--- src/rtl/seven_seg_scan.sv ---
// seven_seg_scan: multiplexes shadowed BCD digits onto a shared active-low cathode bus with PWM dimming
module seven_seg_scan #(
  parameter int DIGITS       = 4,
  parameter int REFRESH_DIV  = 100000,
  parameter int BLANK_CYCLES = 1000
) (
  input  logic                  CLK100MHZ,
  input  logic                  Reset,
  input  logic [4*DIGITS-1:0]   BCD_in,
  input  logic [DIGITS-1:0]     DP_in,
  input  logic [DIGITS-1:0]     Blank_in,
  input  logic [7:0]            pwm_in,
  output logic [7:0]            SevenSegment,
  output logic [7:0]            SegmentDrivers,
  output logic                  FrameStart
);
  localparam int RW = $clog2(REFRESH_DIV);
  localparam logic [6:0] CODES [16] = '{
    7'h40, 7'h79, 7'h24, 7'h30, 7'h19, 7'h12, 7'h02, 7'h78,
    7'h00, 7'h10, 7'h3F, 7'h3F, 7'h3F, 7'h3F, 7'h3F, 7'h3F
  };
  logic [RW-1:0]       refresh_cnt_q, refresh_cnt_d;
  logic [2:0]          digit_idx_q, digit_idx_d;
  logic [7:0]          pwm_cnt_q;
  logic [4*DIGITS-1:0] bcd_q;
  logic [DIGITS-1:0]   dp_q, blank_q;
  logic [7:0]          seg_q, seg_d, an_q, an_d;
  logic                frame_q;
  logic                wrap, last_digit, latch, dark, dp_cur, blank_cur;
  logic [3:0]          digit;
  always_comb begin
    wrap          = refresh_cnt_q == RW'(REFRESH_DIV - 1);
    last_digit    = digit_idx_q == 3'(DIGITS - 1);
    latch         = wrap && last_digit;
    refresh_cnt_d = wrap ? '0 : refresh_cnt_q + 1'b1;
    digit_idx_d   = !wrap ? digit_idx_q : last_digit ? 3'd0 : digit_idx_q + 3'd1;
    digit         = 4'(bcd_q >> {digit_idx_q, 2'b00});
    dp_cur        = 1'(dp_q >> digit_idx_q);
    blank_cur     = 1'(blank_q >> digit_idx_q);
    // blanking guard at slot start keeps the previous digit from ghosting
    dark          = (32'(refresh_cnt_q) < BLANK_CYCLES) || blank_cur || !(pwm_cnt_q < pwm_in);
    seg_d         = dark ? 8'hFF : {~dp_cur, CODES[digit]};
    an_d          = dark ? 8'hFF : ~(8'd1 << digit_idx_q);
  end
  always_ff @(posedge CLK100MHZ) begin
    if (Reset) begin
      refresh_cnt_q <= '0;
      digit_idx_q   <= '0;
      pwm_cnt_q     <= '0;
      bcd_q         <= '0;
      dp_q          <= '0;
      blank_q       <= '1;
      seg_q         <= 8'hFF;
      an_q          <= 8'hFF;
      frame_q       <= 1'b0;
    end else begin
      refresh_cnt_q <= refresh_cnt_d;
      digit_idx_q   <= digit_idx_d;
      pwm_cnt_q     <= pwm_cnt_q + 8'd1;
      seg_q         <= seg_d;
      an_q          <= an_d;
      frame_q       <= latch;
      if (latch) begin
        bcd_q   <= BCD_in;
        dp_q    <= DP_in;
        blank_q <= Blank_in;
      end
    end
  end
  assign SevenSegment   = seg_q;
  assign SegmentDrivers = an_q;
  assign FrameStart     = frame_q;
endmodule
--- config.mk ---
export PLATFORM = sky130hd
export DESIGN_NAME = seven_seg_scan
export DESIGN_NICKNAME = d
export VERILOG_FILES = /design/src/rtl/seven_seg_scan.sv
export SDC_FILE = /design/constraint.sdc
export NUM_CORES = 1
export LEC_CHECK = 0
export BUFFER_PORTS_ARGS = -buffer_cell sky130_fd_sc_hd__buf_2
export CORE_ASPECT_RATIO = 1.75
export CORE_MARGIN = 4
export CORE_UTILIZATION = 45
export DETAILED_ROUTE_END_ITERATION = 8
export PLACE_DENSITY = 0.74
export SETUP_SLACK_MARGIN = 0.5
export SYNTH_ARGS = -nofsm -noshare
export SYNTH_HDL_FRONTEND = slang
export SYNTH_SLANG_ARGS = --single-unit
--- constraint.sdc ---
create_clock -name CLK100MHZ -period 2.2 [get_ports CLK100MHZ]
set_input_delay 0.22 -clock CLK100MHZ [delete_from_list [all_inputs] [get_ports CLK100MHZ]]
set_output_delay 0.22 -clock CLK100MHZ [all_outputs]
set_load 0.01 [all_outputs]
==> summary by stage <==
Run status
The flow ran to the end, and the final reports show no timing, DRC or antenna violations.

Logic synthesis
Synthesis produced 285 cells. The part of the Yosys area used for sequential elements is 47.1%. The fraction of registers with async set/reset is 0%. The register bit total from synthesis is 69. Averaged over all synthesized cells, the footprint is 10.3 µm². The cell area that synthesis handed to floorplanning was 0.00293 mm².

The number of distinct library cells after synthesis is 42. The most instantiated flip-flop cell in the synthesis netlist is dfxtp_1. The warning count from the yosys run is 0. The post-synth net total is 337. The number of synthesized flops with an enable pin is 0.

Clock network
Clock-pin slew was measured on the worst setup and hold paths at 80 ps. The latest clock arrival within the worst-skew pair is 340 ps. The number of buffers on the longest clock path is 2.

The tree built by TritonCTS fans out to 69 sinks. The CTS tree is built. The buffer cell driving the clock tree root is clkbuf_8. The number of buffers created by CTS is 9. The H-tree was split into 3 levels.

The hold-fix buffer count after cts is 0.

Layout
The post-route netlist has 37.1% of its cells at a drive strength greater than 1. After the last flow step, the layout net total stands at 416. The antenna diode count is 0.

The most frequent standard cell in the layout excluding fill and tap cells is dfxtp_1. The area growth from synthesis to layout is 31.9%. Leaving out fill and tap cells, the most frequent cells in the layout are dfxtp_1 (62), buf_2 (50), nor2_1 (33).

STA
In this run the tightest slew margin relative to its limit is 71.2%. For the final routed database, the setup TNS stands at 0 ps. The transition time at the pin with the least slew margin is 432 ps. The final critical path takes up 94.6% of the cycle. Across the routed clock network, the largest skew measured is 11.7 ps.

The count of final setup violators is 0. The highest achievable clock rate is 481 MHz. The count of endpoints failing hold in the final timing report is 0. Setup repair after global routing could not meet its margin everywhere.

The total count of max-transition violations in the final report is 0. The shortest clock period the worst path allows after layout is 2080 ps.

Worst setup path
The setup path with the least slack is of type reg -> reg. The number of buffers and inverters on the critical path is 2. At the worst endpoint, the arrival time is 2370 ps.

On the critical path, the stage with the largest delay is an instance of or4_4. At the worst endpoint, the required time is 2490 ps. Along the worst path, the maximum fanout reaches 10.

The peak per-stage delay on the critical path is 540 ps. The critical path capture point type is a flip-flop. STA classifies the critical path startpoint as a flip-flop. Traced cell by cell, the critical path runs through or4_4, or2_4, or3_4, nor3_4, buf_6, buf_16, a22o_1. Broken down by cell family, the worst path's largest delay share belongs to simple AND/OR/NAND/NOR gates.

Run
The number of max-capacitance violations reported is 0.

Route
The first detailed-routing pass took 4 iterations. The antenna violation net count after detailed routing is 0. The detailed-route DRC error count is 0. Detailed routing inserted a total of 2,335 vias. The DRC marker count from the first detailed-route iteration is 100.

In the final routed layout, each cell accounts on average for 14.5 µm. Wires add up to 6510 µm. The routed via count divided by cell count is 5.20.

Global routing
The pin count of the biggest net entering global routing is 21. The global-route wire length before repair is 10,300 µm. The number of global-route vias before repair is 2,310. The initial antenna violation count is 0. Global routing used 16.3% of the available tracks. After global routing the overflow that remains totals 0.

Power and ir drop
The total power per unit cell area is 648 mW/mm². The leakage power summed over all cells is 1.61 nW. The largest vdd supply drop is 0.538 mV.

The design draws 2.51 mW.

Floorplan
The starting density of the core is 46.7%. The area of the core is 0.00628 mm². The overall die width is 69.0 µm. Measured along the y axis, the die boundary spans 115 µm. The area of the die is 0.00792 mm².

The row count is 38. 51 I/O pins were placed.

Placement
The global placement routability congestion is 0.801. The number of I/O port buffers is 50. Detailed placement ended at an HPWL of 4330 µm.

Hold path
The tightest min-delay check is of the in -> reg type.
## final timing paths
path	depth (start not counted)	startpoint	to	slack (ps)
hold / removal	2	DP_in[2]	dp_q[2]$_SDFFE_PP0P_	80
hold reg to reg	1	refresh_cnt_q[0]$_SDFF_PP0_	refresh_cnt_q[0]$_SDFF_PP0_	450
setup reg to reg	7	refresh_cnt_q[14]$_SDFF_PP0_	bcd_q[4]$_SDFFE_PP0P_	120
setup / recovery	7	refresh_cnt_q[14]$_SDFF_PP0_	bcd_q[4]$_SDFFE_PP0P_	120
## cell type report
cell class                      count  area [µm²]
Inverter                           13        48.8
Fill cell                         545        2410
Clock inverter                      7        98.8
Timing Repair Buffer               78         515
Multi-Input combinational cell    193        1590
Sequential cell                    69        1390
Tap cell                           80         100
Clock buffer                        9         124
## flip-flops by register name, summed over array words and instances, names as in the netlist
register	cells
digit_idx_q	3
pwm_cnt_q	8
FrameStart	1
blank_q	4
bcd_q	16
refresh_cnt_q	17
SegmentDrivers	8
SevenSegment	8
dp_q	4
## report_power, final
group	leakage [nW]	switching [mW]	internal, mW	total (mW)
registers	0.562	0.00811	1.26	1.26
clock network	0.110	0.489	0.643	1.13
logic	0.939	0.0544	0.0549	0.109
## cells in the mapped netlist, types with 2 or more instances
library cell | instances | area, µm²
nand4_1 | 3 | 18.8
a21oi_1 | 5 | 25.0
o21ai_0 | 7 | 35.0
nor4_1 | 2 | 12.5
xnor2_1 | 9 | 78.8
and2_1 | 2 | 12.5
clkbuf_1 | 3 | 11.3
o21bai_1 | 2 | 15.0
or3b_2 | 2 | 17.5
nand2b_1 | 6 | 37.5
nand2_1 | 18 | 67.6
dfxtp_1 | 69 | 1380
buf_2 | 4 | 20.0
xor2_1 | 13 | 114
o22a_1 | 4 | 35.0
ha_1 | 18 | 225
and3_1 | 5 | 31.3
a22o_1 | 20 | 175
inv_1 | 13 | 48.8
buf_6 | 2 | 22.5
nor2_1 | 34 | 128
or2_1 | 2 | 12.5
a211oi_1 | 2 | 15.0
and4_1 | 2 | 17.5
a211o_1 | 2 | 17.5
mux4_2 | 6 | 135
nand3_1 | 8 | 40.0
nor2b_1 | 6 | 37.5
nand3b_1 | 3 | 22.5
## logic make-up after synthesis
kind of cell,after synthesis,share of synthesized area [%]
buffers and inverters,23,3.75
AOI/OAI and AO/OA,45,11.7
and+or+nand+nor,102,18.6
muxes,6,4.61
DFF,69,47.1
xor gates and xnor gates,22,6.57
adders and majority gates,18,7.68
## stage by stage
step / cell area, µm² / hold slack, ps / instances / util, % / setup WS (ps)
floorplan: 2980 / 346 / 285 / - / 238
global placement: 3330 / 423 / 413 / 53.1 / 132
detailed placement: 3330 / 435 / 413 / 53.1 / 89.2
finish: 3870 / 79.3 / 449 / 61.6 / 120
CTS: 3740 / 72.3 / 443 / 59.6 / 109
global route: 3870 / 73.2 / 449 / 61.6 / 84.4
## timing repair
item / 4_1_cts / 5_1_grt
cloned: 2 / 0
buffers inserted: 12 / 6
endpoints found under the setup margin: 60 / 61
pin swaps: 8 / 15
resized for setup: 23 / 18
## routing by layer
| layer | up-vias | global-route usage (%) | wire [µm] |
|---|---|---|---|
| li1 | 1162 | - | - |
| met1 | 1112 | 16.3 | 2460 |
| met2 | 46 | 31.4 | 3660 |
| met3 | 15 | 4.29 | 264 |
| met4 | 0 | 6.91 | 118 |
| met5 | - | 0 | 0 |
Note: power is estimated with default switching activity, not from simulation.
